<file path="src/rtl/pc_gen.sv">
// Program-counter generator at the head of the F stage: picks the next fetch address and buffers redirects that arrive while fetch is stalled.
// Optional exception/eret entry and fetch address-error detection are enabled by defining PC_GEN_EXC_EN.
module pc_gen #(
  parameter int               WIDTH      = 32,
  parameter logic [WIDTH-1:0] RESET_PC   = 32'h0000_3000,
  parameter logic [WIDTH-1:0] EXC_VECTOR = 32'h0000_4180,
  parameter logic [WIDTH-1:0] IMEM_BASE  = 32'h0000_3000,
  parameter logic [WIDTH-1:0] IMEM_TOP   = 32'h0000_6FFF
) (
  input  logic             clk,
  input  logic             reset,
  input  logic             en,
  input  logic             redir_valid,
  input  logic [WIDTH-1:0] redir_target,
  input  logic             exc_req,
  input  logic             eret_req,
  input  logic [WIDTH-1:0] epc,
  output logic [WIDTH-1:0] pc,
  output logic [WIDTH-1:0] pc_plus4,
  output logic             pend_valid,
  output logic             fetch_adel
);

  typedef enum logic {
    IDLE = 1'b0,
    PEND = 1'b1
  } state_t;

  state_t           state;
  state_t           state_next;
  logic [WIDTH-1:0] pend_target;
  logic [WIDTH-1:0] pend_target_next;
  logic [WIDTH-1:0] pc_next;
  logic             exc_take;
  logic             eret_take;

`ifdef PC_GEN_EXC_EN
  // exc_req outranks eret_req when both arrive together.
  assign exc_take  = exc_req;
  assign eret_take = eret_req & ~exc_req;
`else
  assign exc_take  = 1'b0;
  assign eret_take = 1'b0;
  logic unused_exc;
  assign unused_exc = ^{exc_req, eret_req, epc, EXC_VECTOR, IMEM_BASE, IMEM_TOP};
`endif

  always_ff @(posedge clk) begin
    if (reset) begin
      state       <= IDLE;
      pend_target <= RESET_PC;
      pc          <= RESET_PC;
    end else begin
      state       <= state_next;
      pend_target <= pend_target_next;
      pc          <= pc_next;
    end
  end

  // Exception entry and eret bypass the stall; everything else waits for en.
  always_comb begin
    state_next       = state;
    pend_target_next = pend_target;
    pc_next          = pc;
    if (exc_take) begin
      state_next = IDLE;
      pc_next    = EXC_VECTOR;
    end else if (eret_take) begin
      state_next = IDLE;
      pc_next    = epc;
    end else begin
      case (state)
        IDLE: begin
          if (redir_valid && !en) begin
            state_next       = PEND;
            pend_target_next = redir_target;
          end
        end
        PEND: begin
          if (en) begin
            state_next = IDLE;
          end else if (redir_valid) begin
            pend_target_next = redir_target;
          end
        end
        default: state_next = IDLE;
      endcase
      if (en) begin
        if (redir_valid) begin
          pc_next = redir_target;
        end else if (state == PEND) begin
          pc_next = pend_target;
        end else begin
          pc_next = pc_plus4;
        end
      end
    end
  end

  always_comb begin
    pc_plus4   = pc + {{(WIDTH-3){1'b0}}, 3'd4};
    pend_valid = (state == PEND);
`ifdef PC_GEN_EXC_EN
    fetch_adel = (pc[1:0] != 2'b00) | (pc < IMEM_BASE) | (pc > IMEM_TOP);
`else
    fetch_adel = 1'b0;
`endif
  end

endmodule
</file>
<file path="config.mk">
export PLATFORM = sky130hd
export DESIGN_NAME = pc_gen
export DESIGN_NICKNAME = d
export VERILOG_FILES = /design/src/rtl/pc_gen.sv
export SDC_FILE = /design/constraint.sdc
export NUM_CORES = 1
export LEC_CHECK = 0
export BUFFER_PORTS_ARGS = -buffer_cell sky130_fd_sc_hd__buf_4
export CAP_MARGIN = 20
export CORE_MARGIN = 2
export CORE_UTILIZATION = 40
export CTS_BUF_LIST = sky130_fd_sc_hd__clkbuf_16
export DETAILED_ROUTE_END_ITERATION = 6
export PLACE_DENSITY = 0.63
export SYNTH_ARGS = -nofsm -noshare
export SYNTH_HDL_FRONTEND = slang
export SYNTH_SLANG_ARGS = --single-unit
</file>
<file path="constraint.sdc">
create_clock -name clk -period 3.3 [get_ports clk]
set_input_delay 0.66 -clock clk [delete_from_list [all_inputs] [get_ports clk]]
set_output_delay 0.66 -clock clk [all_outputs]
set_load 0.005 [all_outputs]
</file>
==> reports/metrics.sh, run 1 <==
FINALINSTANCEAREA_UM2=4850
CRITICAL_PATH_ARRIVAL_PS=2400
PWR-SHARE-SEQ_PCT=41.2
CRITICAL_PATH.MAX_FANOUT=8
POST_CTS_RESIZED=0
MIN_PATH_TYPE='reg2reg'
FINAL.SETUP.TNS_PS=0
POST_SYNTHESIS_AVERAGE_CELL_AREA_UM2=7.46
SYNTH.FF_LATCH_COUNT=65
REPORT.FINAL.SLEW_VIOL_COUNT=0
NFILLCELLS=869
TIMING.SETUP.CRITICAL_PATH_CLASS='reg2out'
GRT_START_MAX_NET_PINS=41
PWR-SHARE-COMB_PCT=16.3
POST-SYNTH-TOP-AREA-FRACTION_PCT=34.8
YOSYS.CELL_COUNT.TOP_TYPE='sky130_fd_sc_hd__nand2_1'
POWER.IR.VDD_WORST_mV=0.222
R2R-START='pc[2]'
SETUP-VIOLATIONS-FINAL=0
MAXCAPVIOLCOUNT=0
PORT_BUFFERS=100
CTS_BUFFERS=9
RESULT_OF_THE_RUN='finished clean'
RR_WORST_DEPTH=5
TIGHTEST_SLEW_PS=763
POWERDENSITY_nW_PER_UM2=443
LEADING_CELL_TYPES_BY_TOTAL_AREA_AFTER_SYNTHESIS='sky130_fd_sc_hd__dfxtp_1, sky130_fd_sc_hd__nand2_1, sky130_fd_sc_hd__a21oi_1'
SYNTH_WARNINGS=0
CLOCK_NETWORK_POWER_SHARE_PCT=42.5
SYNTH_ENABLE_FLOP_CELLS=0
REG2REG_SETUP_SLACK_PS=920
CRITPATHCAPTURE='pc_plus4[20]'
FINALCLOCKSKEW_PS=6.71
DRCVIOLATIONCOUNT=0
CLOCK_LATENCY_ON_THE_WORST_SKEW_PAIR_PS=330
POSTSYNTHNETCOUNT=572
MIN_PERIOD_OVER_PERIOD_PCT=92.7
GRT_SETUP_UNREPAIRED='false'
START_UTIL_PCT=40.9
YS.FLOP_TYPE='sky130_fd_sc_hd__dfxtp_1'
FLOORPLAN.DIE_AREA_UM2=10100
HOLD_BUFFERS=0
WORSTPATHBUFFERINVERTERCOUNT=1
CELL_LEAKAGE_POWER_nW=2.06
YOSYSSEQAREASHARE_PCT=34.8
SWITCHINGPOWER_W=0.000579
TIMING.CRITICAL_PATH.SLOWEST_CELL_DELAY_PS=490
FINAL_LAYOUT_SIZE_SUFFIX_GT1_SHARE_PCT=24.5
TIMING.CRITICAL_PATH.DEPTH=5
GRT_FIRST_PASS_WIRELENGTH_UM=19600
GROUTE.USAGE.OVERALL_PCT=24.7
ANTENNA_FOUND_INITIAL=0
POST_SYNTH_NUM_CELL_TYPES=61
AREA_AFTER_DPL_UM2=4580
TIMING.FMAX_MHz=327
CRIT_PATH_START_KIND='register'
FIRST_GLOBAL_VIAS=3833
CRITICAL-PATH-SLOWEST-CELL='sky130_fd_sc_hd__dfxtp_1'
FLOORPLAN.DIE.WIDTH_UM=101
YOSYS-TOP-CELLS-COUNT='sky130_fd_sc_hd__nand2_1, sky130_fd_sc_hd__dfxtp_1, sky130_fd_sc_hd__a21oi_1'
DESIGN.FINAL.NETS=658
REG_TO_REG_CRITICAL_PATH_ENDPOINT='pc[20]'
NORMALIZED_MAX_SLEW_MARGIN_PCT=49.1
FINAL_TOTAL_PWR_W=0.00215
CLOCK-ROOT-BUFFER='sky130_fd_sc_hd__clkbuf_16'
DR.PASS1.ITERS=5
AREAGROWTHSYNTHTOFINISH_PCT=29.7
WORST_PATH_DOMINANT_CELL_FAMILY='simple AND/OR/NAND/NOR gates'
CTS_TREE='yes'
CELL_AREA_AFTER_TECHNOLOGY_MAPPING_UM2=3740
CTS-ROOT-TO-SINK-BUFFERS=2
GP_CONGESTION=0.891
ANTENNA_VIOLATING_NETS_POST_ROUTE=0
CRIT_PATH_CELL_TRACE='ha_1 > nand3_1 > o21a_1 > or2_2 > buf_4'
GRT_REMAINING_OVERFLOW=0
DRT-WIRELENGTH-PER-CELL_UM=17.6
CRITICAL_PATH.STARTPOINT='pc[2]'
POWER.SHARE.SWITCHING_PCT=26.9
PLACED_WIRE_LENGTH_ESTIMATE_UM=8330
CRITICAL_PATH_REQUIRED_PS=2640
POST-CTS-SETUP-BUFFERS=0
DETAIL_ROUTE.VIAS_PER_CELL=5.77
VIAS=4054
HTREE_LEVELS=3
HOLD_VIOL_FINAL=0
DIEHEIGHT_UM=101
DRTITER0DRC=253
POWER_REPORT.INTERNAL_TOTAL_W=0.00157
INSERTEDDIODECOUNT=0
CLK_TRANSITION_REPORTED_PATHS_PS=60
ROWS=35
TOTALWIRELENGTH_UM=12400
POST_SYNTHESIS_CELL_COUNT=501
LAYOUT_MIN_CYCLE_TIME_PS=3060
CORE_REGION_AREA_UM2=9150
YOSYS.AREA.TOP_TYPE='sky130_fd_sc_hd__dfxtp_1'
CRIT_PATH_END_KIND='primary output'
CTS_SINKS=65
FLOORPLAN.IO_PINS=136
ASYNC_RESET_FF_SHARE_PCT=0
==> worst min path at each step <==
stage | from | slack, ps | end | depth (start not counted)
2_1_floorplan | pend_target[20] | 430 | pend_target[20] | 2
3_3_place_gp | pend_target[29] | 440 | pend_target[29] | 2
3_5_place_dp | pend_target[18] | 440 | pend_target[18] | 2
4_1_cts | pend_target[18] | 450 | pend_target[18] | 2
5_1_grt | pend_target[18] | 470 | pend_target[18] | 2
6_report | pend_target[15] | 450 | pend_target[15] | 2
==> power by group through the flow <==
stage | registers, W | logic [W] | clock network, W
4_1_cts | 0.000884 | 0.000351 | 0.000922
3_3_place_gp | 0.000898 | 0.000344 | 0
3_5_place_dp | 0.000901 | 0.000349 | 0
2_1_floorplan | 0.000886 | 0.000186 | 0
6_report | 0.000886 | 0.000351 | 0.000915
5_1_grt | 0.000893 | 0.000386 | 0.000959
==> metrics by stage <==
step           utilization, %  hold WS, ps  setup WS (ps)  std cells
2_1_floorplan               -          431            886        501
3_3_place_gp             50.0          436            676        687
3_5_place_dp             50.0          444            592        687
4_1_cts                  53.0          451            256        702
5_1_grt                  53.0          470           33.3        702
6_report                 53.0          450            241        702
==> tightest hold or removal path, delay by kind of cell (launching register included) <==
kind	cells	cell delay (ps)
DFF	1	300
and+or+nand+nor	1	50
AOI/OAI and AO/OA	1	50
==> registers in the layout (all words and copies together), names as in the netlist <==
register     flops
pc              32
pend_target     32
pend_valid       1
==> cell type report <==
class / instances / area [µm²] / area share (%)
flip-flops and latches: 65 / 1300 / 26.8
clock inverters: 6 / 51.3 / 1.06
multi-input cells: 383 / 2220 / 45.8
well taps: 111 / 139 / 2.86
inverters: 13 / 48.8 / 1.01
clock buffers: 9 / 225 / 4.64
repair buffers: 115 / 863 / 17.8
==> per-layer routing <==
| metal | track usage (%) | part of all wire, % | vias to the layer above |
|---|---|---|---|
| li1 | - | - | 1939 |
| met1 | 32.3 | 42 | 1925 |
| met5 | 0 | 0 | - |
| met4 | 9.91 | 1.7 | 0 |
| met3 | 3.74 | 6.6 | 17 |
| met2 | 40.9 | 49 | 173 |
==> placed cells by master (no fill, tap or decap), types with 13 or more instances in the layout <==
| cell type | Yosys | final |
|---|---|---|
| sky130_fd_sc_hd__a21oi_1 | 55 | 55 |
| sky130_fd_sc_hd__o21ai_0 | 25 | 25 |
| sky130_fd_sc_hd__dfxtp_1 | 65 | 65 |
| sky130_fd_sc_hd__nor2_1 | 34 | 33 |
| sky130_fd_sc_hd__and3_1 | 15 | 15 |
| sky130_fd_sc_hd__inv_1 | 12 | 13 |
| sky130_fd_sc_hd__nand3_1 | 13 | 13 |
| sky130_fd_sc_hd__nand2_1 | 92 | 92 |
| sky130_fd_sc_hd__buf_4 | 4 | 115 |
| sky130_fd_sc_hd__xnor2_1 | 15 | 15 |
==> kinds of logic after synthesis <==
family	Yosys count	share of synthesized area, %
compound gates	135	22.5
flops	65	34.8
mux	7	1.91
simple gates	214	28.7
buf+inv	53	5.82
xor+xnor	25	5.85
fa+ha+maj	1	0.335
other cells	1	0.100
No activity file was read; power rests on OpenSTA's default activity.
==> run 2: changes to the inputs <==
--- a/config.mk
+++ b/config.mk
@@ -11,6 +11,7 @@
 export CORE_UTILIZATION = 40
 export CTS_BUF_LIST = sky130_fd_sc_hd__clkbuf_16
 export DETAILED_ROUTE_END_ITERATION = 6
+export MAX_ROUTING_LAYER = met4
 export PLACE_DENSITY = 0.63
 export SYNTH_ARGS = -nofsm -noshare
 export SYNTH_HDL_FRONTEND = slang
==> run 2 against run 1 <==
First-iteration DRC count is 7.9% higher; sequential share of layout area stayed put; utilization stayed put; clock skew hardly changed; total power hardly changed; sequential cell count stayed put; routed wire length is 0.42% higher; largest cell class unchanged.
==> reports/metrics.sh, run 2 (synthesis results as in run 1) <==
FLOORPLAN.DIE_AREA_UM2=10100
DRCVIOLATIONCOUNT=0
DETAILEDPLACE.WORSTSLACK_PS=592
FOOTPRINT_OF_THE_MULTI_INPUT_GATES_UM2=2220
GRT_FIRST_PASS_WIRELENGTH_UM=19600
TIMING.SETUP.CRITICAL_PATH_CLASS='reg2out'
FLOORPLAN.IO_PINS=136
REG_TO_REG_CRITICAL_PATH_ENDPOINT='pc[20]'
CTS_BUFFERS=9
FLOORPLAN.DIE.WIDTH_UM=101
GRT_SETUP_UNREPAIRED='false'
GRT_START_MAX_NET_PINS=41
PWR-SHARE-SEQ_PCT=41.1
WORST_SETUP_MARGIN_PS=238
MIN_PATH_TYPE='reg2reg'
INSTANCES_NO_FILL=702
POST_CTS_RESIZED=0
CLOCK_NETWORK_POWER_SHARE_PCT=42.5
CTS_TREE='yes'
FINAL_LAYOUT_SIZE_SUFFIX_GT1_SHARE_PCT=24.5
CRITICAL_PATH_REQUIRED_PS=2640
NUMPLACEDINSTANCES=687
POST-CTS-SETUP-BUFFERS=0
DESIGN.FINAL.NETS=658
GRT_REMAINING_OVERFLOW=0
CLK_TRANSITION_REPORTED_PATHS_PS=50
HOLD_VIOL_FINAL=0
HOLD_START='pend_target[15]'
MIN_PERIOD_OVER_PERIOD_PCT=92.8
HTREE_LEVELS=3
TIGHTEST_SLEW_PS=774
GP_CONGESTION=0.906
SWITCHINGPOWER_W=0.000580
CLOCK_LATENCY_ON_THE_WORST_SKEW_PAIR_PS=330
LAYOUT_MIN_CYCLE_TIME_PS=3060
CTS_SINKS=65
HOLD_BUFFERS=0
CRIT_PATH_START_KIND='register'
ROWS=35
TIMING.FMAX_MHz=327
REGAREA_UM2=1300
INSERTEDDIODECOUNT=0
START_UTIL_PCT=40.9
DRTITER0DRC=273
CRIT_PATH_CELL_TRACE='and4_1 > nand3_1 > nor3_2 > nand2_1 > xnor2_1 > buf_4'
CELL_LEAKAGE_POWER_nW=2.06
GROUTE.USAGE.OVERALL_PCT=25.4
DIEHEIGHT_UM=101
RR_WORST_DEPTH=5
CRIT_PATH_END_KIND='primary output'
AREAGROWTHSYNTHTOFINISH_PCT=29.7
ANTENNA_FOUND_INITIAL=0
TIMING.CRITICAL_PATH.SLOWEST_CELL_DELAY_PS=470
CTS-ROOT-TO-SINK-BUFFERS=2
CRITICAL-PATH-SLOWEST-CELL='sky130_fd_sc_hd__dfxtp_1'
GROUTE.LAYER.MET1.USAGE_PCT=32.2
CORE_REGION_AREA_UM2=9150
POWER_REPORT.INTERNAL_TOTAL_W=0.00157
DETAIL_ROUTE.VIAS_PER_CELL=5.79
CRITICAL_PATH_ARRIVAL_PS=2400
LAYOUT.CELLS.MOST_COMMON_LIST='sky130_fd_sc_hd__buf_4, sky130_fd_sc_hd__nand2_1, sky130_fd_sc_hd__dfxtp_1, sky130_fd_sc_hd__a21oi_1, sky130_fd_sc_hd__nor2_1'
GR-USAGE-MET2_PCT=41.0
WORSTHOLDPATHCELLS=2
REG2REG_SETUP_SLACK_PS=970
FIRST_GLOBAL_VIAS=3838
POWER.SHARE.SWITCHING_PCT=26.9
CLOCK-ROOT-BUFFER='sky130_fd_sc_hd__clkbuf_16'
REPORT.FINAL.SLEW_VIOL_COUNT=0
POWERDENSITY_nW_PER_UM2=444
GRT_USE_MET3_PCT=3.61
FINALCLOCKSKEW_PS=7.06
VIAS=4063
PWR-SHARE-COMB_PCT=16.3
DRT-WIRELENGTH-PER-CELL_UM=17.7
SETUP-VIOLATIONS-FINAL=0
FINAL.SETUP.TNS_PS=0
TOTALWIRELENGTH_UM=12400
PLACED_WIRE_LENGTH_ESTIMATE_UM=8330
PORT_BUFFERS=100
ANTENNA_VIOLATING_NETS_POST_ROUTE=0
MAXCAPVIOLCOUNT=0
NORMALIZED_MAX_SLEW_MARGIN_PCT=48.3
GRT.BUSIEST_LAYER='met2'
RESULT_OF_THE_RUN='finished clean'
CRITICAL_PATH.MAX_FANOUT=8
MOSTFREQUENTLAYOUTCELL='sky130_fd_sc_hd__buf_4'
NFILLCELLS=869
DR.PASS1.ITERS=5
POWER.IR.VDD_WORST_mV=0.219
R2R-START='pc[2]'
HOLD_END='pend_target[15]'
==> run 2: cell counts in the layout (fill, tap and decap cells not counted) <==
Identical to the previous run, type by type.
==> run 2: area by class of cell <==
class	instances	share of cell area [%]
multi-input cells	383	45.8
flip-flops and latches	65	26.8
repair buffers	115	17.8
clock buffers	9	4.64
well taps	111	2.86
clock inverters	6	1.06
inverters	13	1.01
==> run 2: per-layer routing <==
metal / vias up / wire (µm)
li1: 1940 / -
met1: 1948 / 5330
met2: 155 / 6120
met3: 20 / 719
met4: 0 / 252
met5: - / 0
==> run 2: worst max-delay path: cells and delay by family (launching register included) <==
family | cells | cell delay [ps]
AND/OR/NAND/NOR | 4 | 1320
XOR/XNOR | 1 | 140
flip-flops | 1 | 470
buffers and inverters | 1 | 140
==> run 2: power by group through the flow <==
stage                     clock network [W]  registers [W]  logic (W)
after floorplan                           0       0.000886   0.000186
after global placement                    0       0.000898   0.000344
after detailed placement                  0       0.000901   0.000349
after CTS                          0.000922       0.000884   0.000351
after global routing               0.000958       0.000893   0.000386
final                              0.000915       0.000886   0.000352
==> run 2: worst max-delay path by stage <==
stage / depth (start not counted) / startpoint / slack [ps] / to
after global routing: 5 / pc[4] / 30 / pc_plus4[31]
after global placement: 5 / pc[15] / 680 / pc_plus4[27]
after floorplan: 6 / pc[15] / 890 / pc_plus4[27]
after detailed placement: 6 / pc[4] / 590 / pc_plus4[29]
after CTS: 6 / pc[4] / 260 / pc_plus4[29]
final: 6 / pc[4] / 240 / pc_plus4[29]
==> run 2: metrics by stage <==
stage / util [%] / hold slack [ps] / area [µm²] / power, W
after floorplan: - / 431 / 3740 / 0.00107
after global placement: 50.0 / 436 / 4580 / 0.00124
after detailed placement: 50.0 / 444 / 4580 / 0.00125
after CTS: 53.0 / 451 / 4850 / 0.00216
after global routing: 53.0 / 470 / 4850 / 0.00224
final: 53.0 / 449 / 4850 / 0.00215
==> run 3: changes to the inputs <==
--- a/config.mk
+++ b/config.mk
@@ -5,6 +5,7 @@
 export SDC_FILE = /design/constraint.sdc
 export NUM_CORES = 1
 export LEC_CHECK = 0
+export ABC_AREA = 1
 export BUFFER_PORTS_ARGS = -buffer_cell sky130_fd_sc_hd__buf_4
 export CAP_MARGIN = 20
 export CORE_MARGIN = 2
==> run 3 against run 2 <==
Clock skew down 1.4 ps; utilization down 0.47 points; sequential power up 1%; count of clock-buffer cells in the layout unchanged; global-route usage down 1.6 points; synthesized area down 1.6%; die area down 1.5%; final cell count up 11%; total power up 2.8%; sequential cell count unchanged; critical path depth up 2.
==> reports/metrics.sh, run 3 <==
RESULT_OF_THE_RUN='finished clean'
MAXCAPVIOLCOUNT=0
POST-SYNTH-TOP-AREA-FRACTION_PCT=35.4
TIMING.SETUP.CRITICAL_PATH_CLASS='reg2out'
POST-CTS-SETUP-BUFFERS=0
SYNTHESIZED_AREA_FRACTION_OCCUPIED_BY_XOR_AND_XNOR_CELLS_PCT=4.38
CTS_BUFFERS=9
HTREE_LEVELS=3
HOLD_BUFFERS=0
POWER.IR.VDD_WORST_mV=0.267
DIEHEIGHT_UM=99.9
WORSTPATHBUFFERINVERTERCOUNT=1
CLOCK_NETWORK_POWER_SHARE_PCT=44.1
GRT_FIRST_PASS_WIRELENGTH_UM=18400
CLK_TRANSITION_REPORTED_PATHS_PS=50
YOSYS.CELL_COUNT.TOP_TYPE='sky130_fd_sc_hd__nand2_1'
DESIGN.FINAL.NETS=737
M1WIRELENGTH_UM=5060
YS.FLOP_TYPE='sky130_fd_sc_hd__dfxtp_1'
SETUP-VIOLATIONS-FINAL=0
CORE_REGION_AREA_UM2=9060
ANTENNA_VIOLATING_NETS_POST_ROUTE=0
POST_SYNTHESIS_AVERAGE_CELL_AREA_UM2=6.35
MOSTFREQUENTLAYOUTCELL='sky130_fd_sc_hd__nand2_1'
INSTANCES_NO_FILL=781
MAXUSEDROUTINGLAYER='met4'
ANTENNA_FOUND_INITIAL=0
NUMPLACEDINSTANCES=765
FOOTPRINT_OF_THE_MULTI_INPUT_GATES_UM2=2110
POWER_REPORT.INTERNAL_TOTAL_W=0.00165
SWITCHINGPOWER_W=0.000566
TIMING.CRITICAL_PATH.SLOWEST_CELL_DELAY_PS=420
DRTITER0DRC=191
FIRST_GLOBAL_VIAS=3682
DRT-WIRELENGTH-PER-CELL_UM=14.6
FINAL_LAYOUT_SIZE_SUFFIX_GT1_SHARE_PCT=20.4
CLOCK_LATENCY_ON_THE_WORST_SKEW_PAIR_PS=330
CRITICAL_PATH_REQUIRED_PS=2640
GROUTE.USAGE.OVERALL_PCT=23.8
SYNTH_MUX_AREA_SHARE_PCT=0
MIN_PERIOD_OVER_PERIOD_PCT=80.5
CELL_LEAKAGE_POWER_nW=2.23
WL_MET2_UM=5470
FLOORPLAN.IO_PINS=136
DETAIL_ROUTE.VIAS_PER_CELL=5.11
PWR-SHARE-COMB_PCT=15.4
SHARE_OF_THE_SYNTHESIZED_AREA_IN_COMPOUND_GATES_AO_OA_AOI_OAI_PCT=15.2
FINAL.SETUP.TNS_PS=0
POWER.SHARE.SWITCHING_PCT=25.6
FINALCLOCKSKEW_PS=5.70
GRT_REMAINING_OVERFLOW=0
ASYNC_RESET_FF_SHARE_PCT=0
DRCVIOLATIONCOUNT=0
PORT_BUFFERS=100
CRITICAL_PATH.MAX_FANOUT=5
DR.PASS1.ITERS=5
GRT_START_MAX_NET_PINS=38
PLACED_WIRE_LENGTH_ESTIMATE_UM=7660
POST_SYNTHESIS_CELL_COUNT=580
NFILLCELLS=904
YOSYS.AREA.TOP_TYPE='sky130_fd_sc_hd__dfxtp_1'
CRIT_PATH_CELL_TRACE='ha_1 > nand2_1 > nor2_2 > nand2_2 > nor2_4 > nand3_1 > and2_1 > buf_4'
SYNTH_ENABLE_FLOP_CELLS=0
POST_SYNTH_NUM_CELL_TYPES=30
LAYOUT.CELLS.MOST_COMMON_LIST='sky130_fd_sc_hd__nand2_1, sky130_fd_sc_hd__buf_4, sky130_fd_sc_hd__nor2_1, sky130_fd_sc_hd__dfxtp_1, sky130_fd_sc_hd__a21oi_1'
FLOORPLAN.DIE.WIDTH_UM=99.9
SYNTH-SIMPLE-AREA-SHARE_PCT=37.4
INSERTEDDIODECOUNT=0
SYNTH.FF_LATCH_COUNT=65
ROUTED-WL-MET3_UM=620
START_UTIL_PCT=40.6
MIN_PATH_TYPE='reg2reg'
LARGEST_FAMILY_OF_LOGIC_CELLS_BY_SYNTHESIZED_AREA='simple AND/OR/NAND/NOR gates'
ROWS=35
YOSYSSEQAREASHARE_PCT=35.4
CLOCK-ROOT-BUFFER='sky130_fd_sc_hd__clkbuf_16'
REPORT.FINAL.SLEW_VIOL_COUNT=0
TIMING.FMAX_MHz=376
FLOORPLAN.DIE_AREA_UM2=9990
WORST_PATH_DOMINANT_CELL_FAMILY='simple AND/OR/NAND/NOR gates'
FINAL_CORE_UTILIZATION_PCT=52.5
GRT_SETUP_UNREPAIRED='false'
TIGHTEST_SLEW_PS=981
CELL_AREA_AFTER_TECHNOLOGY_MAPPING_UM2=3680
NORMALIZED_MAX_SLEW_MARGIN_PCT=34.5
CRITICAL-PATH-SLOWEST-CELL='sky130_fd_sc_hd__dfxtp_1'
CRITICAL_PATH_ARRIVAL_PS=2000
REGAREA_UM2=1300
VIAS=3989
SYNTH_ADDER_AREA_SHARE_PCT=0.340
LEADING_CELL_TYPES_BY_TOTAL_AREA_AFTER_SYNTHESIS='sky130_fd_sc_hd__dfxtp_1, sky130_fd_sc_hd__nand2_1, sky130_fd_sc_hd__nor2_1'
POSTSYNTHNETCOUNT=651
LAYOUT_MIN_CYCLE_TIME_PS=2660
GP_CONGESTION=0.846
CTS_TREE='yes'
YOSYS-TOP-CELLS-COUNT='sky130_fd_sc_hd__nand2_1, sky130_fd_sc_hd__nor2_1, sky130_fd_sc_hd__dfxtp_1'
CRIT_PATH_END_KIND='primary output'
PWR-SHARE-SEQ_PCT=40.4
HOLD_VIOL_FINAL=0
AREAGROWTHSYNTHTOFINISH_PCT=29.4
POWERDENSITY_nW_PER_UM2=464
CRIT_PATH_START_KIND='register'
SYNTH_WARNINGS=0
POST_CTS_RESIZED=0
TOTALWIRELENGTH_UM=11400
CTS_SINKS=65
CTS-ROOT-TO-SINK-BUFFERS=2
-- run 3: changes by cell type after synthesis, moves of 9 or more --
cell                       previous run  this run
sky130_fd_sc_hd__nand2_1             92       204
sky130_fd_sc_hd__nor2_1              34        90
sky130_fd_sc_hd__and3_1              15         0
sky130_fd_sc_hd__clkbuf_1            30        15
sky130_fd_sc_hd__inv_1               12        24
sky130_fd_sc_hd__o21ai_0             25        37
sky130_fd_sc_hd__nor3_1              11         0
sky130_fd_sc_hd__xnor2_1             15         6
-- run 3: kinds of logic after synthesis --
family                   after synthesis
AO/OA/AOI/OAI                        106
buffers and inverters                 56
AND/OR/NAND/NOR                      336
other                                  1
flip-flops                            65
XOR/XNOR                              15
adder cells (fa/ha/maj)                1
-- run 3: layout make-up --
type | instances | share of cell area, %
clock inverter | 6 | 1.58
tap | 111 | 2.92
inverter | 25 | 1.97
sequential | 65 | 27.3
clock buffer | 9 | 4.73
timing repair buffer | 106 | 17.1
multi-input combinational | 459 | 44.4
-- run 3: power by group through the flow --
stage               Sequential, W  Combinational (W)  Clock [W]
finish                   0.000895           0.000342   0.000976
global route             0.000902           0.000382    0.00103
CTS                      0.000893           0.000338   0.000994
detailed placement       0.000910           0.000336          0
global placement         0.000908           0.000332          0
floorplan                0.000898           0.000182          0
-- run 3: layer usage --
metal,vias to the layer above,track usage (%)
li1,2013,-
met1,1818,29.8
met2,136,39.3
met3,22,3.34
met4,0,8.85
met5,-,-
-- run 3: tightest hold or removal path, delay by kind of cell, from the launching register on --
family | cells | cell delay (ps)
simple gates | 2 | 100
flops | 1 | 320
-- run 3: per-stage QoR --
stage               power [W]  instance area (µm²)  setup slack (ps)  hold WS [ps]
floorplan             0.00108                 3680              1330           429
global placement      0.00124                 4440              1020           441
detailed placement    0.00125                 4440               985           445
CTS                   0.00223                 4740               632           459
global route          0.00232                 4760               481           485
finish                0.00221                 4760               643           459
-- run 3: final timing paths --
check / startpoint / to / slack (ps) / cells after the start
max: pc[3] / pc_plus4[26] / 640 / 8
min: pend_target[12] / pend_target[12] / 460 / 2
max reg2reg: pc[3] / pc[20] / 1490 / 10
min reg2reg: pend_target[12] / pend_target[12] / 460 / 2
